==> src/rtl/mistral_ff_pipe_pkg.sv <==
// Shared definitions for the mistral_ff_pipe register chain: the occupancy
// counter width and the per-edge control priority decode.
package mistral_ff_pkg;

  // Bits needed to count 0..depth valid stages.
  function automatic int occ_width(input int depth);
    return $clog2(depth + 1);
  endfunction

  // What one rising edge does to the chain, highest priority first.
  typedef enum logic [1:0] {
    CTRL_HOLD,
    CTRL_SCLR,
    CTRL_SLOAD,
    CTRL_DATA
  } ctrl_e;

  // ENA gates everything, then SCLR beats SLOAD, which beats DATAIN.
  function automatic ctrl_e decode_ctrl(input logic ena, input logic sclr,
                                        input logic sload);
    if (!ena)      return CTRL_HOLD;
    else if (sclr) return CTRL_SCLR;
    else if (sload) return CTRL_SLOAD;
    else           return CTRL_DATA;
  endfunction

endpackage

==> src/rtl/mistral_ff_pipe_if.sv <==
// Data/control bundle of the register chain. The master drives the controls
// and stage-0 data and observes the chain tail; the slave is the chain.
//
// Flow control: there is no backpressure. ENA=1 advances the whole chain by
// one stage on the rising edge; VALID_IN (or SLOAD) marks the word entering
// stage 0 as valid, and VALID_OUT marks Q as valid. ENA=0 freezes every stage.
interface mistral_ff_pipe_if
  import mistral_ff_pkg::*;
#(
  parameter int WIDTH = 8,
  parameter int DEPTH = 4
);
  localparam int OW = occ_width(DEPTH);

  logic             ENA;
  logic             SCLR;
  logic             SLOAD;
  logic [WIDTH-1:0] SDATA;
  logic [WIDTH-1:0] DATAIN;
  logic             VALID_IN;
  logic [WIDTH-1:0] Q;
  logic             VALID_OUT;
  logic [OW-1:0]    OCCUPANCY;

  modport master (
    output ENA, SCLR, SLOAD, SDATA, DATAIN, VALID_IN,
    input  Q, VALID_OUT, OCCUPANCY
  );

  modport slave (
    input  ENA, SCLR, SLOAD, SDATA, DATAIN, VALID_IN,
    output Q, VALID_OUT, OCCUPANCY
  );
endinterface

==> src/rtl/mistral_ff_pipe_stage.sv <==
// One stage of the chain: WIDTH data bits plus a valid bit, with clock
// enable, synchronous clear to zero and asynchronous clear to INIT.
module mistral_ff_stage #(
  parameter int               WIDTH     = 8,
  parameter bit               ACLR_USED = 1'b1,
  parameter logic [WIDTH-1:0] INIT      = '0
) (
  input  logic             clk,
  input  logic             aclr,
  input  logic             ena,
  input  logic             sclr,
  input  logic [WIDTH-1:0] d,
  input  logic             v_in,
  output logic [WIDTH-1:0] q,
  output logic             v_out
);

  // In the sync-only variant the clear is tied off so the cell stays ABC9-eligible.
  logic rst_n;
  assign rst_n = ACLR_USED ? aclr : 1'b1;

  logic [WIDTH-1:0] data_r  = INIT;
  logic             valid_r = 1'b0;

  // Stage register: async clear to INIT, sync clear to zero, else shift in when enabled.
  always_ff @(posedge clk or negedge rst_n) begin
    if (!rst_n) begin
      data_r  <= INIT;
      valid_r <= 1'b0;
    end else if (ena) begin
      if (sclr) begin
        data_r  <= '0;
        valid_r <= 1'b0;
      end else begin
        data_r  <= d;
        valid_r <= v_in;
      end
    end
  end

  assign q     = data_r;
  assign v_out = valid_r;

endmodule

==> src/rtl/mistral_ff_pipe.sv <==
// DEPTH-stage WIDTH-bit register chain with Mistral-style per-cell controls,
// a valid-bit pipeline and a registered occupancy counter.
module mistral_ff_pipe
  import mistral_ff_pkg::*;
#(
  parameter int               WIDTH     = 8,
  parameter int               DEPTH     = 4,
  parameter bit               ACLR_USED = 1'b1,
  parameter logic [WIDTH-1:0] INIT      = '0
) (
  input logic              CLK,
  input logic              ACLR,
  mistral_ff_pipe_if.slave bus
);

  localparam int OW = occ_width(DEPTH);

  ctrl_e            ctrl;
  logic [WIDTH-1:0] head_d;
  logic             head_v;
  logic [WIDTH-1:0] data [DEPTH];
  logic [DEPTH-1:0] valid;
  logic             rst_n;
  logic [OW-1:0]    occ_r = '0;

  assign ctrl  = decode_ctrl(bus.ENA, bus.SCLR, bus.SLOAD);
  assign rst_n = ACLR_USED ? ACLR : 1'b1;

  // Stage-0 input: SLOAD substitutes SDATA and always creates a valid entry.
  assign head_d = (ctrl == CTRL_SLOAD) ? bus.SDATA : bus.DATAIN;
  assign head_v = bus.SLOAD | bus.VALID_IN;

  for (genvar i = 0; i < DEPTH; i++) begin : g_stage
    logic [WIDTH-1:0] d_in;
    logic             v_in;
    if (i == 0) begin : g_head
      assign d_in = head_d;
      assign v_in = head_v;
    end else begin : g_tail
      assign d_in = data[i-1];
      assign v_in = valid[i-1];
    end
    mistral_ff_stage #(
      .WIDTH(WIDTH), .ACLR_USED(ACLR_USED), .INIT(INIT)
    ) u_stage (
      .clk  (CLK),
      .aclr (ACLR),
      .ena  (bus.ENA),
      .sclr (bus.SCLR),
      .d    (d_in),
      .v_in (v_in),
      .q    (data[i]),
      .v_out(valid[i])
    );
  end

  // Occupancy tracks entries minus exits so it always equals the valid-bit count.
  always_ff @(posedge CLK or negedge rst_n) begin
    if (!rst_n) begin
      occ_r <= '0;
    end else begin
      case (ctrl)
        CTRL_HOLD: occ_r <= occ_r;
        CTRL_SCLR: occ_r <= '0;
        default:   occ_r <= occ_r + OW'(head_v) - OW'(valid[DEPTH-1]);
      endcase
    end
  end

  assign bus.Q         = data[DEPTH-1];
  assign bus.VALID_OUT = valid[DEPTH-1];
  assign bus.OCCUPANCY = occ_r;

endmodule

==> src/flat_wrapper.sv <==
// flat-port wrapper written by rule: the top's interface ports become plain ports
module mistral_ff_pipe_flat import mistral_ff_pkg::*;
#(
  parameter int               WIDTH     = 8,
  parameter int               DEPTH     = 4,
  parameter bit               ACLR_USED = 1'b1,
  parameter logic [WIDTH-1:0] INIT      = '0
)
  (CLK, ACLR, bus_ENA, bus_SCLR, bus_SLOAD, bus_SDATA, bus_DATAIN, bus_VALID_IN, bus_Q, bus_VALID_OUT, bus_OCCUPANCY);
  mistral_ff_pipe_if #(.WIDTH(WIDTH), .DEPTH(DEPTH)) bus_i ();
  input logic CLK;
  input logic ACLR;
  input wire logic [$bits(bus_i.ENA)-1:0] bus_ENA;
  input wire logic [$bits(bus_i.SCLR)-1:0] bus_SCLR;
  input wire logic [$bits(bus_i.SLOAD)-1:0] bus_SLOAD;
  input wire logic [$bits(bus_i.SDATA)-1:0] bus_SDATA;
  input wire logic [$bits(bus_i.DATAIN)-1:0] bus_DATAIN;
  input wire logic [$bits(bus_i.VALID_IN)-1:0] bus_VALID_IN;
  output wire logic [$bits(bus_i.Q)-1:0] bus_Q;
  output wire logic [$bits(bus_i.VALID_OUT)-1:0] bus_VALID_OUT;
  output wire logic [$bits(bus_i.OCCUPANCY)-1:0] bus_OCCUPANCY;
  assign bus_i.ENA = bus_ENA;
  assign bus_i.SCLR = bus_SCLR;
  assign bus_i.SLOAD = bus_SLOAD;
  assign bus_i.SDATA = bus_SDATA;
  assign bus_i.DATAIN = bus_DATAIN;
  assign bus_i.VALID_IN = bus_VALID_IN;
  assign bus_Q = bus_i.Q;
  assign bus_VALID_OUT = bus_i.VALID_OUT;
  assign bus_OCCUPANCY = bus_i.OCCUPANCY;
  mistral_ff_pipe #(.WIDTH(WIDTH), .DEPTH(DEPTH), .ACLR_USED(ACLR_USED), .INIT(INIT)) u_core (.CLK(CLK), .ACLR(ACLR), .bus(bus_i));
endmodule
==> config.mk <==
export PLATFORM = sky130hd
export DESIGN_NAME = mistral_ff_pipe_flat
export DESIGN_NICKNAME = d
export VERILOG_FILES = /design/src/rtl/mistral_ff_pipe_pkg.sv /design/src/rtl/mistral_ff_pipe_if.sv /design/src/rtl/mistral_ff_pipe_stage.sv /design/src/rtl/mistral_ff_pipe.sv /design/src/flat_wrapper.sv
export SDC_FILE = /design/constraint.sdc
export NUM_CORES = 1
export LEC_CHECK = 0
export ABC_AREA = 1
export CORE_MARGIN = 2
export CORE_UTILIZATION = 45
export DETAILED_ROUTE_END_ITERATION = 7
export GPL_TIMING_DRIVEN = 0
export PLACE_DENSITY_LB_ADDON = 0.3
export SLEW_MARGIN = 10
export SYNTH_ARGS = -nofsm -noshare
export SYNTH_HDL_FRONTEND = slang
export SYNTH_SLANG_ARGS = --single-unit
==> constraint.sdc <==
create_clock -name CLK -period 4 [get_ports CLK]
set_input_delay 0.8 -clock CLK [delete_from_list [all_inputs] [get_ports CLK]]
set_output_delay 0.8 -clock CLK [all_outputs]
set_load 0.005 [all_outputs]
==> results of run 1 <==
## cells in the mapped netlist
cell type / count
o22ai_1: 12
buf_4: 1
nand3_1: 2
o21ai_0: 26
fa_1: 1
nor2_1: 9
nor2_8: 1
clkbuf_1: 2
nand3b_1: 1
o21ai_1: 8
buf_2: 4
dfrtp_1: 39
inv_1: 26
inv_2: 2
ha_1: 2
nand2_1: 32
## worst register-to-register path, cell delays in order, from the launching register on
cell	delay [ns]
dfrtp_1	0.38
inv_1	0.06
ha_1	0.28
inv_1	0.06
ha_1	0.13
inv_1	0.05
fa_1	0.40
inv_1	0.09
nand2_1	0.06
nand3b_1	0.09
nand3_1	0.07
nand2_1	0.06
## state kept, by name, summed over array words and instances, names as in the netlist
name and cells:
u_core.bus.OCCUPANCY 3, u_core.g_stage.u_stage.v_out 4, u_core.g_stage.u_stage.q 32
## power breakdown
| group | switching, µW | internal [µW] | total [µW] |
|---|---|---|---|
| Clock | 135 | 194 | 329 |
| Combinational | 64.7 | 64.5 | 129 |
| Sequential | 17.0 | 424 | 441 |
## routing by layer
| metal | vias up | wire length [µm] |
|---|---|---|
| met4 | 0 | 50 |
| met2 | 35 | 1430 |
| met5 | - | 0 |
| met3 | 5 | 192 |
| met1 | 583 | 1400 |
| li1 | 616 | - |
## per-stage QoR
stage                     instance area [µm²]  worst slack, ns  utilization  hold WS [ns]  instances
after floorplan                          1600             2.01            -         0.453        168
after global placement                   1980             1.29        0.587         0.467        246
after detailed placement                 1970             1.63        0.586         0.476        246
after CTS                                2080             1.84        0.617         0.498        254
after global routing                     2080             1.79        0.617         0.538        254
final                                    2080             1.85        0.617         0.487        254
## path summary, 6_finish.rpt
kind                       slack [ns]                              end                      startpoint
hold / removal                   0.49   u_core.g_stage[1].u_stage.q[3]  u_core.g_stage[0].u_stage.q[3]
max in group asynchronous        2.95   u_core.g_stage[0].u_stage.q[3]                            ACLR
min in group asynchronous        0.52  u_core.g_stage[3].u_stage.v_out                            ACLR
setup / recovery                 1.85                 bus_OCCUPANCY[1]         u_core.bus.OCCUPANCY[1]
setup reg to reg                 2.23          u_core.bus.OCCUPANCY[2]         u_core.bus.OCCUPANCY[0]
hold reg to reg                  0.49   u_core.g_stage[1].u_stage.q[3]  u_core.g_stage[0].u_stage.q[3]
## layout make-up
type	instances	area, µm²
Fill cell	326	1290
Timing Repair Buffer	32	315
Tap cell	46	57.6
Sequential cell	39	976
Clock inverter	3	67.6
Buffer	7	35.0
Multi-Input combinational cell	94	482
Clock buffer	5	37.5
Inverter	28	105
## kinds of logic after synthesis
| group | share of synthesized area |
|---|---|
| flops | 0.611 |
| compound gates | 0.153 |
| simple gates | 0.120 |
| buf+inv | 0.0877 |
| fa+ha+maj | 0.0282 |
==> impl_metrics.json, run 1 <==
{
  "outcome": "completed",
  "setup_viol": 0,
  "use_met1": 0.204,
  "floorplan.initialDensity": 0.475,
  "synth_top_area_share": 0.611,
  "nets": 232,
  "finalPower_uw": 899,
  "cp.depth": 1,
  "cts_hold_buffers": 0,
  "synth_cell_type_count": 16,
  "routed_wl_mm": 3.07,
  "grt_pass1_vias": 1247,
  "cp.arrival_ns": 1.35,
  "path_max_fanout": 5,
  "clkTransAtPathRegs_ns": 0.12,
  "crit_buf_inv": 1,
  "fp.coreArea_mm2": 0.00336,
  "max_freq_mhz": 465,
  "slowest_stage": "clkdlybuf4s50_1",
  "cts_buffers": 5,
  "cts.sink_count": 39,
  "top_usage_layer": "met2",
  "h-tree-depth": 2,
  "post_cts_resized": 0,
  "dieArea_mm2": 0.00404,
  "gr-usage-met2": 0.304,
  "final_cell_mix": "dfrtp_1 (39), nand2_1 (32), clkdlybuf4s50_1 (31)",
  "gr-total-overflow": 0,
  "cellLeakagePower_uw": 0.000928,
  "grt.met3_usage": 0.0446,
  "yosysSeqAreaShare": 0.611,
  "grt_pass1_wl_mm": 5.41,
  "crit_chain": "clkdlybuf4s50_1",
  "gp_congestion": 0.729,
  "crit_family": "buffers and inverters",
  "timing.final.crit_share": 0.538,
  "antenna_cells": 0,
  "layout_commonest_cell": "dfrtp_1",
  "wl_per_cell_um": 12.1,
  "post-dp-hpwl_mm": 2.19,
  "first_pass_iters": 4,
  "ys_ff_latch": 39,
  "p_per_area_mw_per_mm2": 433,
  "drive_above_1_share": 0.0817,
  "post_drt_via_cell_ratio": 4.88,
  "synth_top_area_cell": "dfrtp_1",
  "skew_ns": 0.0112,
  "max_cap_violations": 0,
  "tritoncts": "done",
  "antenna_left": 0,
  "hold_class": "flip-flop to flip-flop",
  "rsz0062_at_grt": "false",
  "num_io_pins": 34,
  "final.min_clock_period_ns": 2.15,
  "area_growth_pct": 29.9,
  "cts_buffer_depth": 2,
  "root_buffer": "clkbuf_4",
  "synth_nets": 193,
  "cpPeakStageDelay_ns": 0.54,
  "ys_warn_count": 0,
  "critPathKind": "flip-flop to output port",
  "fp.dieW_um": 63.6,
  "max_slew_margin": 0.446,
  "synth_cells": 168,
  "slew_violations": 0,
  "mappedNetlistArea_mm2": 0.00160,
  "die_y_um": 63.6,
  "drc": 0,
  "antenna_found_initial": 0,
  "grt_start_max_net_pins": 40,
  "clkLatencyLatePin_ns": 0.36,
  "synth.area.top_cells": "dfrtp_1 (61%), o21ai_0 (8.1%), nand2_1 (7.5%)",
  "vdd_drop_max_v": 0.000293,
  "post_cts_buffers": 0,
  "rr_worst_depth": 11,
  "endpoint_kind": "output port",
  "rows": 21,
  "synth_area_per_cell_um2": 9.51,
  "vias": 1239,
  "setup-tns-final_ns": 0,
  "crit_path_start_kind": "flip-flop",
  "port_buffers": 32,
  "first_iter_violations": 50,
  "hold_depth": 2,
  "tightest_slew_ns": 0.831,
  "hold_violations": 0,
  "crit_required_ns": 3.20,
  "grt_usage": 0.176
}
Note: power is estimated with default switching activity, not from simulation.
==> inputs of run 2 (changes only) <==
- clock period: 4 -> 1.8 ns (I/O delays scaled with it)
==> run 2 against run 1 <==
  * Hold slack lost 0.41 ns
  * Worst setup slack lost 1.8 ns
  * Non-clock buffer count is the same
  * Die area is the same
  * Via count grew 0.81%
  * Core utilization grew 0.52 points
==> impl_metrics.json, run 2 (same netlist as run 1, synthesis figures left out) <==
{
  "outcome": "completed",
  "hold_violations": 0,
  "crit_chain": "clkdlybuf4s50_1",
  "cts_hold_buffers": 0,
  "slowest_stage": "clkdlybuf4s50_1",
  "gp_congestion": 0.729,
  "p_comb_frac": 0.149,
  "routed_wl_mm": 3.14,
  "root_buffer": "clkbuf_4",
  "cts_buffers": 5,
  "area_growth_pct": 31.0,
  "grt_pass1_wl_mm": 5.41,
  "final_cell_mix": "dfrtp_1 (39), nand2_1 (32), clkdlybuf4s50_1 (31)",
  "cellLeakagePower_uw": 0.000925,
  "port_buffers": 32,
  "endpoint_kind": "output port",
  "crit_family": "buffers and inverters",
  "cts.sink_count": 39,
  "vias": 1249,
  "final.min_clock_period_ns": 1.73,
  "post-dp-hpwl_mm": 2.19,
  "cp.arrival_ns": 1.37,
  "pwr-share-seq": 0.487,
  "antenna_found_initial": 0,
  "top_layer_used": "met4",
  "hold_class": "primary input to async pin",
  "grt_start_max_net_pins": 40,
  "timing.final.crit_share": 0.959,
  "largest_reg_flops": 32,
  "path_max_fanout": 5,
  "crit_buf_inv": 1,
  "first_pass_iters": 4,
  "wl_met2_mm": 1.50,
  "detailedPlace.worstSlack_ns": -0.129,
  "gr-total-overflow": 0,
  "placedCellCount": 246,
  "rows": 21,
  "nets": 232,
  "fp.dieW_um": 63.6,
  "setup_viol": 0,
  "max_cap_violations": 0,
  "die_y_um": 63.6,
  "clkLatencyLatePin_ns": 0.36,
  "fp.coreArea_mm2": 0.00336,
  "layout_commonest_cell": "dfrtp_1",
  "holdWs_ns": 0.0742,
  "wl_per_cell_um": 12.4,
  "tightest_slew_ns": 0.832,
  "tritoncts": "done",
  "antenna_cells": 0,
  "floorplan.initialDensity": 0.475,
  "switching_share": 0.245,
  "rsz0062_at_grt": "false",
  "antenna_left": 0,
  "drc": 0,
  "skew_ns": 0.0124,
  "vdd_drop_max_v": 0.000653,
  "p_per_area_mw_per_mm2": 964,
  "clockPowerShare": 0.364,
  "timing.final.ws_setup_ns": 0.0739,
  "drive_above_1_share": 0.111,
  "p_sw_uw": 494,
  "setup-tns-final_ns": 0,
  "dieArea_mm2": 0.00404,
  "slew_violations": 0,
  "grt_usage": 0.176,
  "first_iter_violations": 58,
  "met1Wirelength_mm": 1.40,
  "num_io_pins": 34,
  "cts_buffer_depth": 2,
  "post_drt_via_cell_ratio": 4.92,
  "met3_length_um": 183,
  "p_int_uw": 1520,
  "max_slew_margin": 0.446,
  "crit_required_ns": 1.44,
  "grt_pass1_vias": 1247,
  "crit_path_start_kind": "flip-flop",
  "cpPeakStageDelay_ns": 0.54,
  "critPathKind": "flip-flop to output port",
  "stdcell_count": 254,
  "max_freq_mhz": 579,
  "clkTransAtPathRegs_ns": 0.12,
  "h-tree-depth": 2,
  "finalPower_uw": 2020
}
-- run 2: cell counts in the layout (fill, tap and decap cells not counted) --
Identical to the previous run, type by type.
-- run 2: layer usage --
layer  GRT usage  up-vias
met2       0.304       37
met1       0.204      590
li1            -      616
met3      0.0446        6
met5           0        -
met4      0.0815        0
-- run 2: power groups by stage --
stage / registers (µW) / logic (µW) / clock network, µW
floorplan: 992 / 143 / 0
global placement: 993 / 278 / 0
detailed placement: 998 / 288 / 0
CTS: 980 / 290 / 743
global route: 990 / 341 / 781
finish: 982 / 300 / 735
-- run 2: what timing repair did --
action	4_1_cts	5_1_grt
setup buffers	0	0
gates resized for setup	0	6
setup endpoints to repair	0	1
-- run 2: final timing paths --
kind / start / endpoint / slack (ns) / depth (start not counted)
max in group asynchronous: ACLR / u_core.g_stage[0].u_stage.q[3] / 1.19 / 1
worst min register to register: u_core.g_stage[0].u_stage.q[3] / u_core.g_stage[1].u_stage.q[3] / 0.49 / 2
min in group CLK: bus_SLOAD / u_core.g_stage[0].u_stage.q[1] / 0.39 / 3
worst max-delay path: u_core.bus.OCCUPANCY[1] / bus_OCCUPANCY[1] / 0.07 / 1
worst max register to register: u_core.bus.OCCUPANCY[0] / u_core.bus.OCCUPANCY[2] / 0.08 / 10
worst min-delay path: ACLR / u_core.g_stage[2].u_stage.v_out / 0.07 / 1
-- run 2: layout make-up --
cell class	count	area [µm²]
Buffer	7	35.0
Multi-Input combinational cell	94	499
Tap cell	46	57.6
Timing Repair Buffer	32	315
Sequential cell	39	976
Fill cell	321	1270
Clock inverter	3	67.6
Clock buffer	5	37.5
Inverter	28	105
-- run 2: metrics by stage --
| step | utilization | area, µm² |
|---|---|---|
| 6_report | 0.622 | 2090 |
| 4_1_cts | 0.617 | 2080 |
| 3_3_place_gp | 0.587 | 1980 |
| 2_1_floorplan | - | 1600 |
| 5_1_grt | 0.622 | 2090 |
| 3_5_place_dp | 0.586 | 1970 |
